`src/rtl/vga_blit_engine.sv`:
```
// ============================================================================
// Module : vga_blit_engine
// Brief  : Wishbone command-queued blitter (char / rect / clear) that writes
//          palette-indexed pixels into an external framebuffer write port.
// Rev    : 1.0
// ============================================================================
`default_nettype none

module vga_blit_engine #(
    parameter int H_RES      = 640,
    parameter int V_RES      = 480,
    parameter int FONT_W     = 16,
    parameter int FONT_H     = 16,
    parameter int PIX_BITS   = 2,
    parameter int FIFO_DEPTH = 8,
    localparam int FB_AW     = $clog2(H_RES * V_RES)
) (
    input  logic                       wb_clk_i,
    input  logic                       wb_rst_i,
    input  logic                       wb_cyc_i,
    input  logic                       wb_stb_i,
    input  logic                       wb_we_i,
    input  logic [7:0]                 wb_adr_i,
    input  logic [31:0]                wb_dat_i,
    output logic [31:0]                wb_dat_o,
    output logic                       wb_ack_o,
    output logic                       wb_err_o,
    output logic [7:0]                 font_addr,
    input  logic [FONT_W*FONT_H-1:0]   font_data,
    output logic                       fb_we,
    output logic [FB_AW-1:0]           fb_waddr,
    output logic [PIX_BITS-1:0]        fb_wdata,
    output logic                       irq_o
);

    localparam int FA_W  = $clog2(FIFO_DEPTH);
    localparam int CNT_W = FA_W + 1;
    localparam int EW    = 2 + 10 + 9 + 10 + 9 + 8 + 2 * PIX_BITS + 1;
    localparam int FI_W  = $clog2(FONT_W * FONT_H);
    localparam logic [1:0] OP_CHAR = 2'd1;
    localparam logic [1:0] OP_RECT = 2'd2;

    typedef enum logic [2:0] {
        S_IDLE     = 3'd0,
        S_FETCH    = 3'd1,
        S_ROM_WAIT = 3'd2,
        S_DRAW     = 3'd3,
        S_DONE     = 3'd4
    } state_t;

    state_t r_state, w_next;

    // ---------------- Wishbone front end and staging registers -------------
    logic        r_ack;
    logic [31:0] r_dat;
    logic [9:0]  r_pos_x, r_size_w;
    logic [8:0]  r_pos_y, r_size_h;
    logic [7:0]  r_ascii;
    logic [PIX_BITS-1:0] r_fg, r_bg;
    logic        r_transp, r_irq_en, r_irq_pend, r_ovf;

    logic        w_acc, w_wr;
    logic [2:0]  w_reg;
    assign w_acc = wb_cyc_i & wb_stb_i & ~r_ack;
    assign w_wr  = w_acc & wb_we_i;
    assign w_reg = wb_adr_i[4:2];

    // ---------------- command FIFO ----------------------------------------
    logic [EW-1:0]    r_fifo [FIFO_DEPTH];
    logic [FA_W-1:0]  r_wr_ptr, r_rd_ptr;
    logic [CNT_W-1:0] r_count;
    logic w_full, w_empty, w_push_req, w_push, w_pop, w_busy;
    logic [EW-1:0] w_new_entry;

    logic [1:0]  w_h_op;
    logic [9:0]  w_h_x, w_h_w;
    logic [8:0]  w_h_y, w_h_h;
    logic [7:0]  w_h_ascii;
    logic [PIX_BITS-1:0] w_h_fg, w_h_bg;
    logic        w_h_tr;

    assign w_full      = (r_count == CNT_W'(FIFO_DEPTH));
    assign w_empty     = (r_count == '0);
    assign w_push_req  = w_wr && (w_reg == 3'd0) && (wb_dat_i[1:0] != 2'd0);
    assign w_push      = w_push_req & ~w_full;
    assign w_pop       = (r_state == S_FETCH);
    assign w_busy      = (r_state != S_IDLE) | ~w_empty;
    assign w_new_entry = {wb_dat_i[1:0], r_pos_x, r_pos_y, r_size_w, r_size_h,
                          r_ascii, r_fg, r_bg, r_transp};
    assign {w_h_op, w_h_x, w_h_y, w_h_w, w_h_h, w_h_ascii, w_h_fg, w_h_bg, w_h_tr}
           = r_fifo[r_rd_ptr];

    always_ff @(posedge wb_clk_i or posedge wb_rst_i) begin
        if (wb_rst_i) begin
            for (int i = 0; i < FIFO_DEPTH; i++) r_fifo[i] <= '0;
            r_wr_ptr <= '0;
            r_rd_ptr <= '0;
            r_count  <= '0;
        end else begin
            if (w_push) begin
                r_fifo[r_wr_ptr] <= w_new_entry;
                r_wr_ptr         <= r_wr_ptr + FA_W'(1);
            end
            if (w_pop) r_rd_ptr <= r_rd_ptr + FA_W'(1);
            case ({w_push, w_pop})
                2'b10:   r_count <= r_count + CNT_W'(1);
                2'b01:   r_count <= r_count - CNT_W'(1);
                default: r_count <= r_count;
            endcase
        end
    end

    // ---------------- render datapath -------------------------------------
    logic [1:0]  r_op;
    logic [9:0]  r_ox;
    logic [8:0]  r_oy;
    logic [10:0] r_ext_w, r_cx, w_ext_w;
    logic [9:0]  r_ext_h, r_cy, w_ext_h;
    logic [PIX_BITS-1:0] r_fg_c, r_bg_c;
    logic        r_tr_c;
    logic [7:0]  r_font_addr;

    logic        w_last_x, w_last, w_in, w_is_char, w_glyph_bit, w_draw_we;
    logic [11:0] w_px;
    logic [10:0] w_py;
    logic [FI_W-1:0]  w_bit_idx;
    logic [FB_AW-1:0] w_addr;

    always_comb begin
        w_ext_w = 11'(H_RES);
        w_ext_h = 10'(V_RES);
        case (w_h_op)
            OP_CHAR: begin
                w_ext_w = 11'(FONT_W);
                w_ext_h = 10'(FONT_H);
            end
            OP_RECT: begin
                w_ext_w = {1'b0, w_h_w};
                w_ext_h = {1'b0, w_h_h};
            end
            default: ;
        endcase
    end

    assign w_last_x    = (r_cx == r_ext_w - 11'd1);
    assign w_last      = w_last_x && (r_cy == r_ext_h - 10'd1);
    // One extra bit on each coordinate sum keeps off-screen pixels from wrapping.
    assign w_px        = 12'(r_ox) + 12'(r_cx);
    assign w_py        = 11'(r_oy) + 11'(r_cy);
    assign w_in        = (w_px < 12'(H_RES)) && (w_py < 11'(V_RES));
    assign w_is_char   = (r_op == OP_CHAR);
    assign w_bit_idx   = FI_W'(int'(r_cy) * FONT_W + int'(r_cx));
    assign w_glyph_bit = font_data[w_bit_idx];
    assign w_draw_we   = (r_state == S_DRAW) && w_in &&
                         (!w_is_char || w_glyph_bit || !r_tr_c);
    assign w_addr      = FB_AW'(int'(w_py) * H_RES + int'(w_px));

    always_comb begin
        w_next = r_state;
        case (r_state)
            S_IDLE:     if (!w_empty) w_next = S_FETCH;
            S_FETCH: begin
                if (w_h_op == OP_CHAR)
                    w_next = S_ROM_WAIT;
                else if ((w_h_op == OP_RECT) && ((w_h_w == 10'd0) || (w_h_h == 9'd0)))
                    w_next = S_DONE;
                else
                    w_next = S_DRAW;
            end
            S_ROM_WAIT: w_next = S_DRAW;
            S_DRAW:     if (w_last) w_next = S_DONE;
            S_DONE:     w_next = S_IDLE;
            default:    w_next = S_IDLE;
        endcase
    end

    always_ff @(posedge wb_clk_i or posedge wb_rst_i) begin
        if (wb_rst_i) begin
            r_state     <= S_IDLE;
            r_op        <= '0;
            r_ox        <= '0;
            r_oy        <= '0;
            r_ext_w     <= '0;
            r_ext_h     <= '0;
            r_cx        <= '0;
            r_cy        <= '0;
            r_fg_c      <= '0;
            r_bg_c      <= '0;
            r_tr_c      <= 1'b0;
            r_font_addr <= '0;
            fb_we       <= 1'b0;
            fb_waddr    <= '0;
            fb_wdata    <= '0;
        end else begin
            r_state <= w_next;
            if (r_state == S_FETCH) begin
                r_op        <= w_h_op;
                r_ox        <= (w_h_op == 2'd3) ? 10'd0 : w_h_x;
                r_oy        <= (w_h_op == 2'd3) ? 9'd0 : w_h_y;
                r_ext_w     <= w_ext_w;
                r_ext_h     <= w_ext_h;
                r_cx        <= '0;
                r_cy        <= '0;
                r_fg_c      <= w_h_fg;
                r_bg_c      <= w_h_bg;
                r_tr_c      <= w_h_tr;
                r_font_addr <= w_h_ascii - 8'h20;
            end else if (r_state == S_DRAW) begin
                if (w_last_x) begin
                    r_cx <= '0;
                    r_cy <= r_cy + 10'd1;
                end else begin
                    r_cx <= r_cx + 11'd1;
                end
            end
            fb_we <= w_draw_we;
            if (w_draw_we) begin
                fb_waddr <= w_addr;
                fb_wdata <= (w_is_char && w_glyph_bit) ? r_fg_c : r_bg_c;
            end
        end
    end

    // ---------------- register file ---------------------------------------
    logic [31:0] w_rdata, w_status, w_attr;
    assign w_status = {23'd0, r_ovf, 4'(r_count), 1'b0, w_empty, w_full, w_busy};
    assign w_attr   = 32'(r_ascii) | (32'(r_fg) << 8) | (32'(r_bg) << 12) |
                      (32'(r_transp) << 16);

    always_comb begin
        w_rdata = 32'd0;
        case (w_reg)
            3'd1:    w_rdata = w_status;
            3'd2:    w_rdata = {7'd0, r_pos_y, 6'd0, r_pos_x};
            3'd3:    w_rdata = {7'd0, r_size_h, 6'd0, r_size_w};
            3'd4:    w_rdata = w_attr;
            3'd5:    w_rdata = {31'd0, r_irq_en};
            3'd6:    w_rdata = {31'd0, r_irq_pend};
            default: w_rdata = 32'd0;
        endcase
    end

    always_ff @(posedge wb_clk_i or posedge wb_rst_i) begin
        if (wb_rst_i) begin
            r_ack      <= 1'b0;
            r_dat      <= '0;
            r_pos_x    <= '0;
            r_pos_y    <= '0;
            r_size_w   <= '0;
            r_size_h   <= '0;
            r_ascii    <= '0;
            r_fg       <= '0;
            r_bg       <= '0;
            r_transp   <= 1'b0;
            r_irq_en   <= 1'b0;
            r_irq_pend <= 1'b0;
            r_ovf      <= 1'b0;
        end else begin
            r_ack <= wb_cyc_i & wb_stb_i & ~r_ack;
            r_dat <= w_acc ? w_rdata : 32'd0;
            if (w_wr) begin
                case (w_reg)
                    3'd2: begin
                        r_pos_x <= wb_dat_i[9:0];
                        r_pos_y <= wb_dat_i[24:16];
                    end
                    3'd3: begin
                        r_size_w <= wb_dat_i[9:0];
                        r_size_h <= wb_dat_i[24:16];
                    end
                    3'd4: begin
                        r_ascii  <= wb_dat_i[7:0];
                        r_fg     <= wb_dat_i[8 +: PIX_BITS];
                        r_bg     <= wb_dat_i[12 +: PIX_BITS];
                        r_transp <= wb_dat_i[16];
                    end
                    3'd5:    r_irq_en <= wb_dat_i[0];
                    default: ;
                endcase
            end
            // A full-FIFO push sets overflow even if a pop frees a slot this cycle.
            if (w_push_req && w_full)
                r_ovf <= 1'b1;
            else if (w_wr && (w_reg == 3'd1) && wb_dat_i[8])
                r_ovf <= 1'b0;
            if (r_state == S_DONE)
                r_irq_pend <= 1'b1;
            else if (w_wr && (w_reg == 3'd6) && wb_dat_i[0])
                r_irq_pend <= 1'b0;
        end
    end

    logic w_unused;
    assign w_unused = ^{wb_adr_i, wb_dat_i};

    assign wb_ack_o  = r_ack;
    assign wb_dat_o  = r_dat;
    assign wb_err_o  = 1'b0;
    assign font_addr = r_font_addr;
    assign irq_o     = r_irq_pend & r_irq_en;

endmodule

`default_nettype wire

```
`config.mk`:
```
export PLATFORM = sky130hd
export DESIGN_NAME = vga_blit_engine
export DESIGN_NICKNAME = d
export VERILOG_FILES = /design/src/rtl/vga_blit_engine.sv
export SDC_FILE = /design/constraint.sdc
export NUM_CORES = 1
export LEC_CHECK = 0
export CORE_ASPECT_RATIO = 1.75
export CORE_MARGIN = 5
export CORE_UTILIZATION = 31
export CTS_BUF_LIST = sky130_fd_sc_hd__clkbuf_4
export CTS_CLUSTER_SIZE = 30
export DETAILED_ROUTE_END_ITERATION = 8
export DONT_BUFFER_PORTS = 1
export GPL_TIMING_DRIVEN = 1
export HOLD_SLACK_MARGIN = 0.15
export PLACE_DENSITY = 0.45
export SLEW_MARGIN = 5
export SYNTH_ARGS = -nofsm -noshare
export SYNTH_HDL_FRONTEND = slang
export SYNTH_SLANG_ARGS = --single-unit
export TNS_END_PERCENT = 30
```
`constraint.sdc`:
```
create_clock -name wb_clk_i -period 55.8 [get_ports wb_clk_i]
set_clock_uncertainty 0.1 [all_clocks]
set_input_delay 5.58 -clock wb_clk_i [delete_from_list [all_inputs] [get_ports wb_clk_i]]
set_output_delay 5.58 -clock wb_clk_i [all_outputs]
set_load 0.02 [all_outputs]
```
==> metrics.md, run 1 <==
| Metric | Value |
|---|---|
| Status | `finished, final reports clean` |
| Reg2Reg Setup Slack | `approximately 50 ns` |
| Area growth, synth to finish | `9.80%` |
| # setup viols final | `0` |
| DP Worst Slack | `about 46 ns` |
| Async SR Flop Fraction | `1.00` |
| Largest family of logic cells by synthesized area | `multiplexers` |
| XOR/XNOR Fraction of Synth Area | `0.0251` |
| Ports | `about 370` |
| Row Count | `roughly 150` |
| Tcrit/Tclk final | `0.147` |
| Vias in the first global route | `approximately 22000` |
| Synth Area in Compound Gates | `0.0502` |
| First DRT Iteration DRCs | `923` |
| CTS sink count | `a little over 600` |
| Post-CTS Hold Buffers | `0` |
| Critical path type | `in2reg` |
| Top-count cell post-synth | `dfrtp_1` |
| Setup TNS | `0 ns` |
| Cell taking the most area after synthesis | `dfrtp_1` |
| Vias per inst | `5.26` |
| Crit end category | `flip-flop` |
| HP Class | `reg2reg` |
| EDFF count, synth | `0` |
| Non-filler instance count after layout | `3758` |
| Chip width | `250 um` |
| H-tree levels | `4` |
| GP Congestion | `about 0.89` |
| DPL Wire Length | `about 67000 um` |
| Max Fclk | `122 MHz` |
| Setup Buffers After CTS | `0` |
| Min Tclk post-route | `about 8.2 ns` |
| Post-synth top cells | `dfrtp_1, mux2_2, mux4_2` |
| Total power | `1.19 mW` |
| Post-DP Area | `about 0.032 mm^2` |
| Synth Area per Inst | `13.5 um^2` |
| Pleak | `between 15 and 20 nW` |
| Die ar. | `between 0.1 and 0.15 mm^2` |
| DP Cell Count | `about 3500` |
| Via count | `~20000` |
| Worst r2r dst | `fb_waddr[18]$_DFFE_PP0P_` |
| Worst Path Required | `56.54 ns` |
| GRT Overall Usage | `0.180` |
| First-pass GRT wire length | `about 150000 um` |
| Startpoint Class | `primary input` |
| GR Overflow Total | `0` |
| Share of cells above drive strength 1 | `0.391` |
| RSZ-0062 raised after global routing | `false` |
| Initial core utilization | `0.311` |
| Part of the Yosys area used for sequential elements | `0.489` |
| DR DRC count | `0` |
| Worst-path clk slew | `0.06 ns` |
| Chip height | `around 430 um` |
| Mapped Cells | `2308` |
| Worst EP arrival | `between 8 and 9 ns` |
| Hold path start | `r_fg_c[0]$_DFFE_PP0N_` |
| Post-synth top area share | `0.489` |
| R2R depth | `19` |
| Fillers | `approximately 9900` |
| Total wire length | `approximately 98000 um` |
| Post-synthesis adder-cell area fraction | `0.0255` |
| Seq cells post-synth | `roughly 610` |
| Layout Nets | `roughly 2700` |
| Slew margin rel. | `0.217` |
| Final Max Tran Viols | `0` |
| Top_reg_cell synth | `dfrtp_1` |
| Initial antenna violation count | `29` |
| Largest net degree at the start of global routing | `100` |
| Simple-Gate Fraction of Synth Area | `0.0512` |
| CTS resizes | `0` |
| Synth top area cells | `dfrtp_1, mux2_2, mux4_2` |
| FF-to-FF Start | `r_cx[1]$_DFFE_PP0P_` |
| Mux cell area share after synthesis | `0.324` |
| CP Max Fanout | `42` |
| Cell variety after synth | `73` |
| Clock buffer depth | `3` |
| TritonCTS clock tree | `done` |
| Clk Latency, worst-skew pair | `1.01 ns` |
| Fin. Hold Viols | `0` |
| Clk root buf | `clkbuf_4` |
| Worst-margin pin slew | `about 1.2 ns` |
| Post-DR wirelength/cell | `approximately 26 um` |
| Antenna viol nets, final | `0` |
| Design Area, Final | `approximately 0.034 mm^2` |
| DR pass1 iterations | `5` |
| Cells on Worst Hold Path | `2` |
| Setup WS post-layout | `around 48 ns` |
| Core area | `0.100 mm^2` |
| Cts bufs inserted | `between 150 and 200` |
| Maximum capacitance violations | `0` |
| PwrDens | `roughly 35 mW/mm^2` |
| PortBufs | `0` |
| Worst vdd ir | `roughly 0.000022 V` |
| Post-Syn Area | `roughly 0.031 mm^2` |
| Hold EP | `r_fg_c[0]$_DFFE_PP0N_` |
| YS warnings | `0` |
## how the worst max path moves through the flow
stage                     startpoint                      end  slack [ns]  cells after the start
final                       wb_cyc_i  r_fifo[403]$_DFFE_PP0P_       47.59                     10
after global routing        wb_rst_i  r_fifo[122]$_DFFE_PP0P_       47.46                      5
after CTS                   wb_rst_i   r_fifo[20]$_DFFE_PP0P_       47.48                      4
after detailed placement    wb_rst_i   wb_dat_o[20]$_DFF_PP0_       46.35                      4
after global placement      wb_cyc_i  r_fifo[406]$_DFFE_PP0P_       46.53                     10
after floorplan             wb_rst_i  fb_waddr[0]$_DFFE_PP0P_       33.07                      1
## critical path: stages
cell	delay, ns
nand2_1	0.03
nor2_1	0.08
buf_4	0.19
nand2_1	0.12
nor3_1	0.29
and2_1	0.26
inv_1	0.16
nor4_4	0.90
buf_4	0.83
mux2_2	0.41
## layer usage
layer,part of all wire,global-route usage
met1,0.35,0.187
met3,0.056,0.0468
met2,0.55,0.338
met4,0.044,0.0815
met5,0,0
## through the flow
stage | utilization | hold WS (ns)
floorplan | - | 0.343
global placement | 0.322 | 0.358
detailed placement | 0.322 | 0.368
CTS | 0.341 | 0.383
global route | 0.341 | 0.410
finish | 0.342 | 0.377
## sequential cells by signal, summed over array words and instances, names as in the netlist, 3 cells and up
register,flops
r_rd_ptr,3
r_size_h,9
r_size_w,10
r_ext_w,10
r_state,3
font_addr,8
r_wr_ptr,3
r_cy,10
wb_dat_o,21
r_ext_h,9
r_pos_x,10
r_ascii,8
r_pos_y,9
r_ox,10
r_cx,11
fb_waddr,19
r_count,4
r_oy,9
r_fifo,424
## report_power, final
group	internal, mW	switching (mW)
clock	0.184	0.184
sequential	0.469	0.0648
combinational	0.130	0.163
## cells in the final DEF (no fill, tap or decap), types with 9 or more instances in the layout
cell type / n
nor3_1: 27
nand3_1: 21
mux2_1: 17
nand4_1: 14
and3_1: 11
clkinv_1: 27
conb_1: 12
and2_1: 9
nor2_1: 83
xor2_1: 36
mux4_2: 164
nor2b_1: 16
buf_4: 39
xnor2_1: 50
a21o_1: 19
o22ai_1: 14
diode_2: 21
dfrtp_1: 603
clkbuf_4: 218
ha_1: 54
a21oi_1: 39
o21ai_0: 62
mux2_2: 483
inv_1: 33
mux2i_1: 69
a31oi_1: 11
nand2_1: 98
a22oi_1: 23
nand2b_1: 16
## layout make-up
| cell class | count | area (um^2) | share of cell area |
|---|---|---|---|
| well taps | 1326 | 1660 | 0.0485 |
| repair buffers | 41 | 340 | 0.00995 |
| clock inverters | 39 | 196 | 0.00574 |
| flip-flops and latches | 609 | 15300 | 0.446 |
| inverters | 38 | 150 | 0.00439 |
| clock buffers | 218 | 1640 | 0.0478 |
| multi-input cells | 1466 | 14900 | 0.436 |
| diodes | 21 | 52.6 | 0.00154 |
## logic make-up (layout without fill, tap and decap cells)
group	count (synthesis)	count (layout)
multiplexers	736	736
flip-flops	609	609
AND/OR/NAND/NOR	333	333
buffers and inverters	244	336
AO/OA/AOI/OAI	238	238
XOR/XNOR	87	87
adder cells (fa/ha/maj)	60	60
other	1	33
No activity file was read; power rests on OpenSTA's default activity.
==> inputs of run 2 (changes only) <==
Settings changed: PLACE_DENSITY 0.45 to 0.46.
Clock period 55.8 ns to 7.3 ns, I/O delays scaled along.
==> run 2 against run 1 <==
- utilization up 0.42 points
- design area increased by 1.2%
- worst setup slack got worse by 45 ns
- via count increased by 0.20%
- worst hold slack got worse by 0.10 ns
- combinational power increased to 7.8 times the previous value
- sequential cell count is the same
- sequential share of layout area decreased by 0.54 points
- register-to-register slack worse by 48 ns
- die area unchanged
- global-route usage decreased by 0.11 points
- critical path type is now reg2reg
==> metrics.md, run 2 (same netlist as run 1, synthesis figures left out) <==
| Metric | Value |
|---|---|
| Status | `finished, final reports clean` |
| Critical path's top delay family | `compound AO/OA/AOI/OAI gates` |
| Critical path type | `reg2reg` |
| Share of cells above drive strength 1 | `0.386` |
| Clk Latency, worst-skew pair | `1.04 ns` |
| Slew margin rel. | `0.106` |
| Post-CTS Hold Buffers | `35` |
| Post-DP Area | `0.0324 mm^2` |
| Leading cell type in the layout, fill and taps excluded | `dfrtp_1` |
| GP Congestion | `~0.88` |
| GR Overflow Total | `0` |
| Row Count | `between 150 and 200` |
| Final Max Tran Viols | `0` |
| Part of the power in registers | `0.442` |
| Crit end category | `flip-flop` |
| Total wire length | `slightly below 100000 um` |
| Internal | `6.06 mW` |
| Tcrit/Tclk final | `0.667` |
| GRT Overall Usage | `0.179` |
| First DRT Iteration DRCs | `~970` |
| Critical-path top delay cell | `dfrtp_4` |
| Max stage delay on crit path | `just over 0.7 ns` |
| Startpoint Class | `flip-flop` |
| Area growth, synth to finish | `11.1%` |
| Largest net degree at the start of global routing | `between 150 and 200` |
| Largest Register | `r_fifo` |
| Layout Nets | `about 2700` |
| Post-DR wirelength/cell | `about 26 um` |
| Clk pwr share | `0.310` |
| CP cell instances | `ha_1, inv_1, fa_1, nor2b_1, o21ai_0, nand2b_1, a311oi_1, nor2_1, xor2_1, ha_1, a21o_1, a21oi_1, o21ai_0, nand3_1, nor3b_1, nand3_1, xnor2_1, xnor2_1, mux2_2` |
| WP buf/inv | `1` |
| Commonest cells after routing, fill and taps aside | `dfrtp_1, mux2_2, clkbuf_4` |
| PwrDens | `266 mW/mm^2` |
| RSZ-0062 raised after global routing | `false` |
| Die ar. | `between 0.1 and 0.15 mm^2` |
| Core area | `0.100 mm^2` |
| Setup Buffers After CTS | `0` |
| Max Fclk | `205 MHz` |
| Worst Path Required | `slightly above 8 ns` |
| Layout Utilization | `0.346` |
| Clk root buf | `clkbuf_4` |
| Fin. Hold Viols | `0` |
| Worst EP arrival | `5.70 ns` |
| Worst-margin pin slew | `1.33 ns` |
| Pleak | `roughly 16 nW` |
| Ports | `around 370` |
| Worst vdd ir | `~0.00019 V` |
| Initial antenna violation count | `23` |
| Comb power frac | `0.248` |
| Vias per inst | `around 5.2` |
| DR pass1 iterations | `5` |
| Chip width | `approximately 250 um` |
| PortBufs | `0` |
| Net Sw Frac | `0.343` |
| CTS sink count | `just over 600` |
| Sw power | `about 3.2 mW` |
| TritonCTS clock tree | `done` |
| Initial core utilization | `0.311` |
| Largest register FFs | `roughly 420` |
| Clock buffer depth | `3` |
| Reg2Reg Setup Slack | `roughly 2.4 ns` |
| HP Class | `in2async` |
| CTS resizes | `0` |
| Total power | `about 9.2 mW` |
| Cts bufs inserted | `155` |
| First-pass GRT wire length | `146000 um` |
| H-tree levels | `4` |
| Vias in the first global route | `22000` |
| Design Area, Final | `around 0.035 mm^2` |
| DPL Wire Length | `66900 um` |
| CP Max Fanout | `34` |
| Min Tclk post-route | `4.87 ns` |
| Antenna viol nets, final | `0` |
| Via count | `19800` |
| # setup viols final | `0` |
| Worst-path clk slew | `0.06 ns` |
| DR DRC count | `0` |
| Maximum capacitance violations | `0` |
| Chip height | `about 430 um` |
run 2: stage by stage:
stage | setup TNS [ns] | worst slack (ns) | std cells | hold slack [ns]
after floorplan | -1120.02 | -1.84 | 2319 | 0.343
after global placement | 0 | 2.19 | 3482 | 0.375
after detailed placement | 0 | 2.25 | 3482 | 0.367
after CTS | 0 | 2.34 | 3761 | 0.151
after global routing | 0 | 1.97 | 3779 | 0.207
final | 0 | 2.43 | 3781 | 0.276
run 2: worst reg2reg max path, delay by kind of cell, from the launching register on:
kind	cells	cell delay, ns
XOR/XNOR	3	0.50
adder cells (fa/ha/maj)	3	0.83
buffers and inverters	1	0.07
flip-flops	1	0.72
AND/OR/NAND/NOR	6	1.04
AO/OA/AOI/OAI	5	1.32
multiplexers	1	0.26
run 2: layout make-up:
| class | instances | area [um^2] |
|---|---|---|
| Clock buffer | 210 | 1580 |
| Multi-Input combinational cell | 1466 | 14900 |
| Tap cell | 1326 | 1660 |
| Inverter | 38 | 146 |
| Clock inverter | 34 | 270 |
| Fill cell | 9889 | 65600 |
| Antenna cell | 20 | 50.0 |
| Sequential cell | 609 | 15300 |
| Timing Repair Buffer | 78 | 748 |
run 2: path summary, 6_finish.rpt:
kind | start | to | depth (start not counted)
min in group wb_clk_i | wb_dat_i[12] | r_bg[0]$_DFFE_PP0P_ | 2
max in group asynchronous | wb_rst_i | r_fifo[227]$_DFFE_PP0P_ | 4
min | wb_rst_i | fb_wdata[0]$_DFFE_PP0P_ | 3
max reg2reg | r_cx[0]$_DFFE_PP0P_ | fb_waddr[18]$_DFFE_PP0P_ | 19
min reg2reg | r_fg_c[0]$_DFFE_PP0N_ | r_fg_c[0]$_DFFE_PP0N_ | 2
max | r_cx[0]$_DFFE_PP0P_ | fb_waddr[18]$_DFFE_PP0P_ | 19
run 2: power groups by stage:
stage | Combinational (mW) | Clock [mW] | Sequential [mW]
after floorplan | 1.99 | 0 | 3.77
final | 2.29 | 2.86 | 4.08
after global routing | 2.47 | 3.18 | 4.13
after CTS | 2.35 | 3.01 | 4.08
after detailed placement | 2.31 | 0 | 4.15
after global placement | 2.30 | 0 | 4.13
run 2: per-layer routing:
layer,up-vias,share of wire,track usage
met2,631,0.55,0.337
met5,-,0.000083,0
li1,8645,-,-
met4,2,0.043,0.0786
met3,189,0.050,0.0441
met1,10300,0.36,0.187
